<file path="config.mk">
export PLATFORM = sky130hd
export DESIGN_NAME = instr_fetch
export DESIGN_NICKNAME = d
export VERILOG_FILES = /design/src/rtl/instr_fetch_pkg.sv /design/src/rtl/instr_fetch_if_id_reg.sv /design/src/rtl/instr_fetch.sv
export SDC_FILE = /design/constraint.sdc
export NUM_CORES = 1
export LEC_CHECK = 0
export CORE_MARGIN = 3
export CORE_UTILIZATION = 50
export DETAILED_ROUTE_END_ITERATION = 6
export MAX_ROUTING_LAYER = met4
export PLACE_DENSITY = 0.78
export SLEW_MARGIN = 30
export SYNTH_ARGS = -nofsm -noshare
export SYNTH_HDL_FRONTEND = slang
export SYNTH_SLANG_ARGS = --single-unit
</file>
<file path="constraint.sdc">
create_clock -name clk -period 5.5 [get_ports clk]
set_input_delay 0.55 -clock clk [delete_from_list [all_inputs] [get_ports clk]]
set_output_delay 0.55 -clock clk [all_outputs]
set_load 0.05 [all_outputs]
</file>
<file path="src/rtl/instr_fetch_pkg.sv">
// Shared CPU definitions for the fetch stage: NOP encoding, default reset PC,
// fetch FSM state encoding.
package instr_fetch_pkg;

  localparam logic [31:0] NOP              = 32'h0000_0013;
  localparam logic [31:0] DEFAULT_RESET_PC = 32'h0000_0000;
  localparam int          INSTR_BYTES      = 4;

  typedef enum logic [1:0] {
    IDLE = 2'd0,
    REQ  = 2'd1,
    HOLD = 2'd2,
    KILL = 2'd3
  } fetch_state_e;

endpackage

</file>
<file path="src/rtl/instr_fetch_if_id_reg.sv">
// IF/ID pipeline register: flush forces a NOP bubble, stall freezes contents,
// an empty slot with no stall drains to a bubble.
module if_id_reg
  import instr_fetch_pkg::*;
#(
  parameter int BITS = 32
) (
  input  logic            clk,
  input  logic            rst_n,
  input  logic            flush_i,
  input  logic            stall_i,
  input  logic            load_i,
  input  logic [BITS-1:0] pc_i,
  input  logic [BITS-1:0] instr_i,
  output logic            valid_o,
  output logic [BITS-1:0] pc_o,
  output logic [BITS-1:0] instr_o
);

  logic            valid_q;
  logic [BITS-1:0] pc_q;
  logic [BITS-1:0] instr_q;

  // Load wins over stall so that a bubble sitting in IF/ID never blocks fetch.
  always_ff @(posedge clk or negedge rst_n) begin
    if (!rst_n) begin
      valid_q <= 1'b0;
      pc_q    <= '0;
      instr_q <= BITS'(NOP);
    end else if (flush_i) begin
      valid_q <= 1'b0;
      instr_q <= BITS'(NOP);
    end else if (load_i) begin
      valid_q <= 1'b1;
      pc_q    <= pc_i;
      instr_q <= instr_i;
    end else if (!stall_i) begin
      valid_q <= 1'b0;
    end
  end

  assign valid_o = valid_q;
  assign pc_o    = pc_q;
  assign instr_o = instr_q;

endmodule

</file>
<file path="src/rtl/instr_fetch.sv">
// Instruction fetch stage: single-outstanding imem requests, one-entry skid
// buffer for decode back-pressure, redirect with kill of in-flight data.
module instr_fetch
  import instr_fetch_pkg::*;
#(
  parameter logic [31:0] RESET_PC = DEFAULT_RESET_PC,
  parameter int          BITS     = 32
) (
  input  logic            clk,
  input  logic            rst_n,
  output logic            imem_req,
  output logic [BITS-1:0] imem_addr,
  input  logic            imem_ack,
  input  logic [BITS-1:0] imem_rdata,
  input  logic            stall,
  input  logic            redirect,
  input  logic [BITS-1:0] redirect_pc,
  output logic            if_id_valid,
  output logic [BITS-1:0] if_id_pc,
  output logic [BITS-1:0] if_id_instr,
  output logic [6:0]      opcode,
  output logic [2:0]      funct3,
  output logic [6:0]      funct7
);

  fetch_state_e    state_q;
  logic            imem_req_q;
  logic [BITS-1:0] pc_q;
  logic [BITS-1:0] tgt_q;
  logic            skid_valid_q;
  logic [BITS-1:0] skid_pc_q;
  logic [BITS-1:0] skid_instr_q;

  logic            redirect_flush;
  logic [BITS-1:0] redirect_tgt;
  logic [BITS-1:0] pc_next;
  logic            fetch_load;
  logic            skid_load;
  logic            ifid_load_d;
  logic [BITS-1:0] ifid_pc_d;
  logic [BITS-1:0] ifid_instr_d;

  assign redirect_flush = redirect;
  assign redirect_tgt   = redirect_pc & ~BITS'(INSTR_BYTES - 1);
  assign pc_next        = pc_q + BITS'(INSTR_BYTES);

  // Returning data goes straight to IF/ID unless decode is stalled on a live word.
  assign fetch_load   = (state_q == REQ) && imem_ack && !redirect &&
                        (!stall || !if_id_valid);
  assign skid_load    = (state_q == HOLD) && skid_valid_q && !stall && !redirect;
  assign ifid_load_d  = fetch_load || skid_load;
  assign ifid_pc_d    = skid_load ? skid_pc_q    : pc_q;
  assign ifid_instr_d = skid_load ? skid_instr_q : imem_rdata;

  always_ff @(posedge clk or negedge rst_n) begin
    if (!rst_n) begin
      state_q      <= IDLE;
      imem_req_q   <= 1'b0;
      pc_q         <= BITS'(RESET_PC);
      tgt_q        <= '0;
      skid_valid_q <= 1'b0;
      skid_pc_q    <= '0;
      skid_instr_q <= BITS'(NOP);
    end else begin
      if (redirect) begin
        skid_valid_q <= 1'b0;
      end
      case (state_q)
        IDLE: begin
          state_q    <= REQ;
          imem_req_q <= 1'b1;
          if (redirect) begin
            pc_q <= redirect_tgt;
          end
        end
        REQ: begin
          if (redirect) begin
            if (imem_ack) begin
              pc_q <= redirect_tgt;
            end else begin
              tgt_q   <= redirect_tgt;
              state_q <= KILL;
            end
          end else if (imem_ack) begin
            pc_q <= pc_next;
            if (stall && if_id_valid) begin
              skid_valid_q <= 1'b1;
              skid_pc_q    <= pc_q;
              skid_instr_q <= imem_rdata;
              imem_req_q   <= 1'b0;
              state_q      <= HOLD;
            end
          end
        end
        HOLD: begin
          if (redirect) begin
            pc_q       <= redirect_tgt;
            imem_req_q <= 1'b1;
            state_q    <= REQ;
          end else if (!stall) begin
            skid_valid_q <= 1'b0;
            imem_req_q   <= 1'b1;
            state_q      <= REQ;
          end
        end
        KILL: begin
          // The old request must complete on its own address; its data is dropped.
          if (imem_ack) begin
            pc_q    <= redirect ? redirect_tgt : tgt_q;
            state_q <= REQ;
          end else if (redirect) begin
            tgt_q <= redirect_tgt;
          end
        end
        default: begin
          state_q    <= IDLE;
          imem_req_q <= 1'b0;
        end
      endcase
    end
  end

  if_id_reg #(
    .BITS(BITS)
  ) u_if_id_reg (
    .clk     (clk),
    .rst_n   (rst_n),
    .flush_i (redirect_flush),
    .stall_i (stall),
    .load_i  (ifid_load_d),
    .pc_i    (ifid_pc_d),
    .instr_i (ifid_instr_d),
    .valid_o (if_id_valid),
    .pc_o    (if_id_pc),
    .instr_o (if_id_instr)
  );

  assign imem_req  = imem_req_q;
  assign imem_addr = pc_q;
  assign opcode    = if_id_instr[6:0];
  assign funct3    = if_id_instr[14:12];
  assign funct7    = if_id_instr[31:25];

endmodule
</file>
* Word-level counts from Yosys, hierarchy flattened *
Cells that the tools add are included.

storage, ports and cells
  register bits = 197
  input bits = 69
  word-level logic and storage cells = 90

operators by class
  add/sub/neg operators = 1
  eq/ne operators = 16
  mux-type cells = 39
  bitwise operators = 1
  reductions and logical operators = 23

operators with widths
  cell                   number
  $mux 32                13
  $pmux 32 s3            1
  $pmux 32 s2            1
  $add 32x3->32 const B  1
  $mux 1                 14
  $mux 2                 7
  $ne 2x2->1 const B     6
  $reduce_and 5->1       2
  $ne 3x3->1 const B     3
  $pmux 2 s4             1
  $reduce_and 4->1       2
  $logic_and 1x1->1      7
  $eq 2x2->1 const B     2
  $ne 2x1->1 const B     2
  $reduce_bool 2->1      2
  $logic_not 1->1        3
  $ne 3x1->1 const B     1
  $ne 3x2->1 const B     1
  $pmux 1 s3             1
  $reduce_and 3->1       1
  $reduce_bool 3->1      1
  $eq 2x1->1 const B     1
  $logic_not 2->1        1
  $logic_or 1x1->1       2
  4 further kinds        4

* Logic depth before layout (Yosys ltp) *
Gate-level depths: netlist of run 1.

  word-level depth = 7
  depth in mapped cells = 10
  depth with buffers taken out = 7

* Modules after synthesis *
A second synthesis of run 1 with hierarchy kept.

second synthesis, totals
  cells, all modules = 782
  area, all modules = 9645.5 µm²

by module, submodules not included
  module       times used  cells each  area each (µm²)  seq. area each (µm²)
  instr_fetch  1           606         6988.0           3306.9
  if_id_reg    1           176         2657.5           1630.3

* Worst setup path after synthesis of run 1 *
Ideal clock, no wire load.

  kind = register -> register
  start point = register pc_q[2] (netlist: imem_addr[2])
  end point = register pc_q[28] (netlist: imem_addr[28])
  setup time = 148 ps
  arrival = 2238 ps
  path slack = 3114 ps
  stages on the path, launching flop included = 8
  path through = dfrtp_1 > ha_1 > nand3_1 > nor3_1 > clkbuf_1 > nand2_1 > o311ai_0 > o221ai_1

between the ends
  cells in the longest elaborated chain, start to end = 4

ends and longest elaborated chain
  what                    line               source
  from (decl)             instr_fetch.sv:28  logic [BITS-1:0] pc_q;
  from (signal assigned)  instr_fetch.sv:59  pc_q <= BITS'(RESET_PC);
  from (signal assigned)  instr_fetch.sv:73  pc_q <= redirect_tgt;
  from (signal assigned)  instr_fetch.sv:79  pc_q <= redirect_tgt;
  $add 32x3->32           instr_fetch.sv:45  assign pc_next = pc_q + BITS'(INSTR_BYTES);
  $mux 32                 instr_fetch.sv:84  end else if (imem_ack) begin
  $mux 32                 instr_fetch.sv:77  if (redirect) begin
  $pmux 32 s3             instr_fetch.sv:68  case (state_q)

No other way between the ends. The select of a mux whose other input is x is not followed.
A chain may end at the register's enable or synchronous reset.

* Final worst setup path of run 1 *
  start point = register state_q[0]
  end point = register skid_instr_q[22]

between the ends
  cells in the longest elaborated chain, start to end = 2

ends and longest elaborated chain
  what                        line               source
  from (decl)                 instr_fetch.sv:26  fetch_state_e state_q;
  from (signal assigned)      instr_fetch.sv:57  state_q <= IDLE;
  from (signal assigned)      instr_fetch.sv:70  state_q <= REQ;
  from (signal assigned)      instr_fetch.sv:82  state_q <= KILL;
  $eq 2x1->1                  instr_fetch.sv:68
  $reduce_and 4->1 (no line)  n/a
  to (signal assigned)        instr_fetch.sv:63  skid_instr_q <= BITS'(NOP);
  to (signal assigned)        instr_fetch.sv:89  skid_instr_q <= imem_rdata;
  to (decl)                   instr_fetch.sv:32  logic [BITS-1:0] skid_instr_q;

No other way between the ends.

==> metrics.csv, run 1 <==
stage,metric,value,unit
run_status,status,"finished, final reports clean",
setup_path,critPathSlowestCell,nor2_4,
synth,yosysWarnings,0,
global_route,grt_max_degree,123,
setup_path,path_max_fanout,28,
pwr,p_switching,2.66,mW
synth,synth_compound_area_share,13.6,%
clocking,clock_tree.buffer_depth,2,
global_route,grt_pass1_vias,6751,
clocking,clkTransAtPathRegs,70,ps
global_route,grt.overflow.total,0,
hold_path,hold_path.class,in -> async,
setup_path,path_class,reg -> reg,
die,die_y,142,um
setup_path,cp_top_family,simple AND/OR/NAND/NOR gates,
pwr,vdd_drop_max,0.247,mV
final_layout,multiInputGateArea,3920,um^2
clocking,clkSinkCount,197,
synth,synth_top_flop_cell,dfrtp_1,
detailed_routing,drtPass1Iterations,5,
final_layout,final_nets,1039,
global_route,grt_pass1_wl,36800,um
timing,rsz0062_at_grt,no,
synth,avgSynthCellArea,11.2,um^2
clocking,cts_buffers,17,
synth,synth_seq_cells,197,
die,num_rows,48,
detailed_routing,drtIter0Drc,523,
synth,ys_top_cells_by_count,"dfrtp_1 (191), o21ai_0 (101), mux2_2 (94)",
final_layout,finalNonFillerCells,1203,
clocking,postCtsSetupBuffers,0,
synth,synth-simple-area-share,9.70,%
placed_design,placed_area,11100,um^2
synth,yosys.cell_count.top_type,dfrtp_1,
pwr,combPwrFrac,41.9,%
detailed_routing,drc_errors,0,
clocking,cts_hold_buf,0,
synth,synthXorXnorAreaFrac,0,%
synth,synthAdderAreaFrac,0.680,%
synth,synth-seq-area-share,53.7,%
timing,finalCritPeriodShare,55.1,%
pwr,swShare,43.1,%
setup_path,worst_setup_path_start_kind,flip-flop,
synth,synth_top_family_by_area,multiplexers,
setup_path,worstPathRequired,5820,ps
placed_design,portBuffers,181,
final_layout,antennaDiodeCount,0,
timing,slew_headroom,42.1,%
synth,synthArstFlopShare,100,%
die,floorplan.die_area,20100,um^2
pwr,intPower,3.52,mW
setup_path,end_kind,flip-flop,
placed_design,place_inst,1170,
detailed_routing,vias,7109,
final_layout,final_cell_area,11700,um^2
pwr,clkPwrFrac,18.9,%
final_layout,area_growth,26.9,%
timing,hold_violations,0,
pwr,p_leak,4.73,nW
synth,synth_edf_count,0,
timing,finalSetupViolations,0,
synth,synthMuxAreaShare,17.9,%
setup_path,path_depth,5,
detailed_routing,viasPerCell,5.91,
setup_path,arrival,3350,ps
timing,fin_skew,8.27,ps
setup_path,reg2reg_depth,5,
pwr,power-per-cell-area,529,nW/um^2
die,initial_core_util,52.1,%
synth,syn_inst,825,
clocking,clockRootBuffer,clkbuf_16,
final_layout,fillers,1388,
die,ioPinCount,184,
global_route,antenna_found_initial,0,
timing,whs,122,ps
setup_path,max_stage_delay,730,ps
synth,synth_top_area_share,51.9,%
clocking,clock_latency,430,ps
die,die_x,142,um
die,core_area,17700,um^2
pwr,p_seq_share,39.2,%
timing,setup_tns,0,ps
synth,syn_area,9200,um^2
timing,max_freq,0.330,GHz
timing,slew_violations,0,
synth,ys_top_cells_by_area,"dfrtp_1 (52%), mux2_2 (12%), mux2i_1 (6.4%)",
placed_design,hpwl,15500,um
placed_design,gp_congestion,0.903,
final_layout,seq_area,4940,um^2
setup_path,path_cells,"ha_1, nand2b_1, nor2_4, buf_4, mux2_2",
synth,ys_types,54,
setup_path,critical_path_buf_inv_count,1,
synth,yosys.area.top_type,dfrtp_1,
flow_run,drv_cap,0,
detailed_routing,antenna_left,0,
clocking,cts_resized,0,
global_route,grt_use_total,23.7,%
final_layout,drive_gt1_share,16.4,%
clocking,cts_tree,yes,
detailed_routing,wirelength,23100,um
timing,worst_pin_slew,866,ps
clocking,htree_levels,4,
detailed_routing,wl_per_cell,19.2,um
timing,min_period,3030,ps
synth,synth_nets,899,
==> routing by layer <==
layer	global-route usage, %	up-vias	wire length (um)
met3	4.45	33	1220
met5	-	-	0
met2	36.0	233	11000
met1	32.8	3548	10400
li1	-	3295	-
met4	6.82	0	414
==> sequential cells by signal (all words and copies together), names as in the netlist <==
| signal | flops |
|---|---|
| u_if_id_reg.valid_o | 1 |
| u_if_id_reg.instr_o | 32 |
| skid_instr_q | 32 |
| skid_valid_q | 1 |
| tgt_q | 32 |
| imem_req | 1 |
| state_q | 2 |
| u_if_id_reg.pc_o | 32 |
| skid_pc_q | 32 |
| imem_addr | 32 |
==> final timing paths <==
kind,from,endpoint,slack (ps)
worst max-delay path,state_q[0],skid_instr_q[22],2470
worst min-delay path,rst_n,imem_addr[2],120
worst max register to register,state_q[0],skid_instr_q[22],2470
worst min register to register,u_if_id_reg.pc_o[21],u_if_id_reg.pc_o[21],480
max in group asynchronous,rst_n,u_if_id_reg.pc_o[26],4110
min in group clk,u_if_id_reg.pc_o[21],u_if_id_reg.pc_o[21],480
==> worst reg2reg max path, delay by kind of cell, from the launching register on <==
family                   cells  cell delay, ps
AND/OR/NAND/NOR              2             950
adder cells (fa/ha/maj)      1             580
flip-flops                   1             570
buffers and inverters        1             440
multiplexers                 1             390
==> cells by family (layout without fill, tap and decap cells) <==
group	Yosys count	after routing
AO/OA/AOI/OAI	202	202
adder cells (fa/ha/maj)	5	5
buffers and inverters	87	240
flip-flops	197	197
multiplexers	153	153
AND/OR/NAND/NOR	181	181
==> cells in the final DEF, fill, tap and decap left out, drive strengths merged, types with 2 or more instances in the layout <==
cell type / n
a21oi: 23
a221o: 2
a221oi: 8
a222oi: 4
a22o: 7
a22oi: 15
a2bb2oi: 2
a31oi: 6
a32o: 2
a41oi: 2
and2: 3
and3: 5
and4: 5
buf: 15
clkbuf: 19
clkdlybuf4s50: 180
clkinv: 5
clkinvlp: 4
dfrtp: 191
dfstp: 6
ha: 5
inv: 17
mux2: 94
mux2i: 59
nand2: 56
nand2b: 3
nand3: 47
nand4: 8
nor2: 26
nor2b: 4
nor3: 12
nor4: 2
o211ai: 5
o21ai: 101
o22ai: 7
o2bb2ai: 5
o31a: 2
o31ai: 2
or4: 6
==> power by group through the flow <==
stage	Sequential (mW)	Combinational (mW)	Clock (mW)
after floorplan	3.09	0.986	0
after global placement	2.40	2.52	0
after detailed placement	2.44	2.57	0
after CTS	2.41	2.59	1.18
after global routing	2.50	2.75	1.25
final	2.42	2.59	1.17
==> through the flow <==
| stage | util [%] | setup WS, ps | total power [mW] |
|---|---|---|---|
| after floorplan | - | 3110 | 4.08 |
| after global placement | 62.8 | 2140 | 4.93 |
| after detailed placement | 62.8 | 2060 | 5.01 |
| after CTS | 65.9 | 2500 | 6.18 |
| after global routing | 66.1 | 2240 | 6.50 |
| final | 66.1 | 2470 | 6.18 |
==> area by class of cell <==
cell class	instances	area share (%)
well taps	225	2.41
clock inverters	14	1.05
multi-input cells	541	33.6
clock buffers	18	3.68
inverters	12	0.386
flip-flops and latches	197	42.3
repair buffers	196	16.6
No activity file was read; power rests on OpenSTA's default activity.
==> inputs of run 2 (changes only) <==
==> constraint.sdc (replaced) <==
create_clock -name clk -period 3 [get_ports clk]
set_input_delay 0.3 -clock clk [delete_from_list [all_inputs] [get_ports clk]]
set_output_delay 0.3 -clock clk [all_outputs]
set_load 0.05 [all_outputs]
==> metrics.csv, run 2 (synthesis gave the netlist of run 1 again) <==
stage,metric,value,unit
timing,finalSetupViolations,0,
die,core_area,17700,um^2
timing,whs,448,ps
pwr,clkPwrFrac,20.4,%
final_layout,area_growth,28.9,%
final_layout,antennaDiodeCount,0,
pwr,combPwrFrac,41.7,%
placed_design,portBuffers,181,
timing,slew_violations,0,
timing,finalWorstSetupSlack,448,ps
detailed_routing,drtIter0Drc,537,
timing,finalCritPeriodShare,85.1,%
final_layout,drive_gt1_share,17.1,%
setup_path,worstPathRequired,3290,ps
pwr,p_switching,4.91,mW
pwr,power-per-cell-area,977,nW/um^2
final_layout,final_cell_area,11900,um^2
placed_design,placed_area,11200,um^2
global_route,grt_max_degree,85,
detailed_routing,drc_errors,0,
die,die_x,142,um
final_layout,final_nets,1050,
clocking,clkSinkCount,197,
timing,worst_pin_slew,871,ps
clocking,cts_tree,yes,
run_status,status,"finished, final reports clean",
placed_design,gp_congestion,0.886,
global_route,grt_pass1_wl,36600,um
clocking,htree_levels,4,
setup_path,end_kind,flip-flop,
pwr,total_power,11.6,mW
detailed_routing,viasPerCell,5.88,
timing,hold_violations,0,
clocking,cts_buffers,17,
final_layout,layout_common_cells,"dfrtp_1 (191), clkdlybuf4s50_1 (180), o21ai_0 (100)",
final_layout,finalNonFillerCells,1214,
die,floorplan.die_area,20100,um^2
clocking,cts_resized,0,
detailed_routing,wl_per_cell,19.0,um
timing,setup_tns,0,ps
setup_path,arrival,2840,ps
placed_design,place_inst,1181,
pwr,intPower,6.68,mW
pwr,vdd_drop_max,0.513,mV
die,ioPinCount,184,
setup_path,worst_setup_path_start_kind,flip-flop,
timing,min_period,2550,ps
final_layout,fillers,1347,
pwr,p_leak,4.84,nW
die,initial_core_util,52.1,%
final_layout,post-route-util,67.2,%
die,num_rows,48,
detailed_routing,vias,7134,
clocking,clkTransAtPathRegs,70,ps
placed_design,post-place-ws,499,ps
timing,fin_skew,10.2,ps
global_route,grt_pass1_vias,6776,
setup_path,path_max_fanout,15,
detailed_routing,drtPass1Iterations,5,
die,die_y,142,um
timing,slew_headroom,41.9,%
hold_path,hold_path.class,in -> async,
timing,rsz0062_at_grt,no,
pwr,swShare,42.3,%
final_layout,final_common_cell,dfrtp_1,
timing,max_freq,0.392,GHz
clocking,clockRootBuffer,clkbuf_16,
global_route,grt_use_total,23.7,%
placed_design,hpwl,15900,um
global_route,antenna_found_initial,0,
setup_path,path_class,reg -> reg,
detailed_routing,antenna_left,0,
clocking,clock_tree.buffer_depth,2,
global_route,grt.overflow.total,0,
pwr,p_seq_share,37.9,%
clocking,clock_latency,440,ps
detailed_routing,wirelength,23000,um
flow_run,drv_cap,0,
==> run 2: layout make-up <==
cell class,instances,area (um^2),area share (%)
sequential,197,4940,41.6
multi-input combinational,541,3900,32.9
timing repair buffer,207,2080,17.5
clock buffer,17,425,3.59
tap,225,282,2.37
clock inverter,15,195,1.65
inverter,12,45.0,0.380
==> run 2: power groups by stage <==
stage | registers, mW | clock network [mW] | logic [mW]
2_1_floorplan | 5.66 | 0 | 1.81
3_3_place_gp | 4.35 | 0 | 4.76
3_5_place_dp | 4.42 | 0 | 4.83
4_1_cts | 4.37 | 2.41 | 4.85
5_1_grt | 4.52 | 2.51 | 5.13
6_report | 4.39 | 2.37 | 4.83
==> run 2: per-layer routing <==
metal / up-vias / part of all wire (%) / global-route usage, %
met4: 0 / 2.4 / 7.88
met3: 36 / 5.7 / 4.45
met5: - / 0 / -
met2: 242 / 47 / 35.5
met1: 3529 / 45 / 32.7
li1: 3327 / - / -
==> run 2: path summary, 6_finish.rpt <==
check,cells after the start,startpoint,slack [ps],end
worst max-delay path,7,state_q[0],450,imem_addr[28]
min in group clk,3,imem_rdata[4],480,u_if_id_reg.instr_o[4]
worst max register to register,7,state_q[0],450,imem_addr[28]
worst min-delay path,2,rst_n,450,tgt_q[2]
max in group asynchronous,3,rst_n,1640,skid_instr_q[1]
worst min register to register,2,u_if_id_reg.pc_o[5],480,u_if_id_reg.pc_o[5]
==> run 2: critical path, cell delays in order, from the launching register on <==
cell      delay [ps]
dfrtp_1          470
ha_1             410
nor2_1           280
o22a_1           420
buf_4            290
nand2_1          210
o311ai_0         160
o221ai_1         160
==> run 2: repair_timing <==
item	4_1_cts	5_1_grt
endpoints found under the hold margin	81	0
endpoints found under the setup margin	0	0
buffers inserted	0	0
hold buffers	1	0
==> inputs of run 3 (changes only) <==
--- a/config.mk
+++ b/config.mk
@@ -8,8 +8,10 @@
 export CORE_MARGIN = 3
 export CORE_UTILIZATION = 50
 export DETAILED_ROUTE_END_ITERATION = 6
+export GPL_ROUTABILITY_DRIVEN = 0
 export MAX_ROUTING_LAYER = met4
 export PLACE_DENSITY = 0.78
+export SKIP_LAST_GASP = 1
 export SLEW_MARGIN = 30
 export SYNTH_ARGS = -nofsm -noshare
 export SYNTH_HDL_FRONTEND = slang
==> metrics.csv, run 3 (synthesis gave the netlist of run 1 again) <==
stage,metric,value,unit
die,die_x,142,um
die,die_y,142,um
setup_path,r2r_slack,400,ps
detailed_routing,vias,7132,
pwr,p_switching,4.88,mW
setup_path,end_kind,flip-flop,
pwr,swShare,42.5,%
final_layout,final_common_cell,dfrtp_1,
setup_path,worstPathRequired,3280,ps
pwr,p_leak,4.83,nW
detailed_routing,wl_per_cell,18.7,um
final_layout,layout_common_cells,"dfrtp_1 (191), clkdlybuf4s50_1 (180), o21ai_0 (100)",
clocking,clkTransAtPathRegs,80,ps
timing,fin_skew,14.1,ps
detailed_routing,wirelength,22800,um
timing,setup_tns,0,ps
timing,hold_violations,0,
placed_design,hpwl,16000,um
timing,min_period,2600,ps
final_layout,final_nets,1052,
timing,max_freq,0.384,GHz
clocking,clock_tree.buffer_depth,2,
clocking,clock_latency,440,ps
placed_design,post-place-ws,454,ps
hold_path,hold_path.class,reg -> reg,
die,num_rows,48,
flow_run,drv_cap,0,
pwr,total_power,11.5,mW
detailed_routing,antenna_left,0,
clocking,htree_levels,4,
detailed_routing,drtPass1Iterations,5,
final_layout,antennaDiodeCount,0,
timing,slew_headroom,42.4,%
detailed_routing,viasPerCell,5.87,
clocking,clockRootBuffer,clkbuf_16,
die,core_area,17700,um^2
die,floorplan.die_area,20100,um^2
global_route,grt.overflow.total,0,
die,initial_core_util,52.1,%
global_route,antenna_found_initial,0,
pwr,combPwrFrac,41.8,%
run_status,status,"finished, final reports clean",
clocking,cts_buffers,17,
setup_path,arrival,2890,ps
timing,finalSetupViolations,0,
final_layout,drive_gt1_share,17.3,%
pwr,vdd_drop_max,0.494,mV
global_route,grt_pass1_wl,37300,um
global_route,grt_pass1_vias,7093,
setup_path,worst_setup_path_start_kind,flip-flop,
timing,slew_violations,0,
clocking,cts_resized,0,
global_route,grt_use_total,23.8,%
global_route,grt_max_degree,88,
setup_path,path_max_fanout,15,
placed_design,portBuffers,181,
detailed_routing,drtIter0Drc,515,
pwr,power-per-cell-area,968,nW/um^2
clocking,cts_tree,yes,
timing,finalCritPeriodShare,86.8,%
pwr,clkPwrFrac,19.7,%
detailed_routing,drc_errors,0,
timing,finalWorstSetupSlack,395,ps
timing,worst_pin_slew,863,ps
pwr,intPower,6.59,mW
clocking,clkSinkCount,197,
clocking,postCtsSetupBuffers,0,
final_layout,area_growth,28.8,%
timing,rsz0062_at_grt,no,
setup_path,path_class,reg -> reg,
clocking,cts_hold_buf,1,
pwr,p_seq_share,38.5,%
timing,whs,480,ps
die,ioPinCount,184,
run 3: cell types whose count changed in the layout (fill, tap and decap cells not counted):
cell        delta
clkinv_8       -1
clkinv_4       -1
buf_4          +2
inv_8          +3
clkinvlp_4     +2
clkinv_2       +1
inv_6          -3
bufinv_16      -1
run 3: through the flow:
stage | instances | util (%) | cell area, um^2
floorplan | 825 | - | 9200
global placement | 1183 | 63.7 | 11200
detailed placement | 1183 | 63.7 | 11200
CTS | 1216 | 67.1 | 11900
global route | 1216 | 67.1 | 11900
finish | 1216 | 67.1 | 11900
run 3: metal layers:
| metal | GRT usage, % | vias up | wire [um] | part of all wire, % |
|---|---|---|---|---|
| met2 | 38.0 | 250 | 11100 | 49 |
| li1 | - | 3330 | - | - |
| met5 | - | - | 0 | 0 |
| met4 | 5.76 | 0 | 359 | 1.6 |
| met1 | 31.9 | 3526 | 9940 | 44 |
| met3 | 4.45 | 26 | 1410 | 6.2 |
run 3: path summary, 6_finish.rpt:
| check | startpoint | end | depth (start not counted) |
|---|---|---|---|
| setup reg to reg | state_q[0] | imem_addr[28] | 7 |
| hold / removal | u_if_id_reg.pc_o[5] | u_if_id_reg.pc_o[5] | 2 |
| min in group asynchronous | rst_n | tgt_q[2] | 2 |
| hold reg to reg | u_if_id_reg.pc_o[5] | u_if_id_reg.pc_o[5] | 2 |
| max in group asynchronous | rst_n | u_if_id_reg.instr_o[1] | 3 |
| setup / recovery | state_q[0] | imem_addr[28] | 7 |
run 3: power by group through the flow:
stage | combinational (mW) | sequential, mW | clock, mW
after global placement | 4.71 | 4.38 | 0
after floorplan | 1.81 | 5.66 | 0
final | 4.79 | 4.41 | 2.26
after detailed placement | 4.80 | 4.44 | 0
after CTS | 4.82 | 4.40 | 2.31
after global routing | 5.10 | 4.56 | 2.43
run 3: worst max-delay path, cell delays in order (launching register included):
cell      delay (ps)
dfrtp_1          480
ha_1             420
nor2_1           290
o22a_1           430
buf_4            280
nand2_1          200
o311ai_0         170
o221ai_1         170
run 3: final cells by class:
cell class / count / area, um^2
Multi-Input combinational cell: 541 / 3900
Sequential cell: 197 / 4940
Tap cell: 225 / 282
Inverter: 12 / 45.0
Timing Repair Buffer: 209 / 2090
Fill cell: 1332 / 5810
Clock inverter: 15 / 168
Clock buffer: 17 / 425
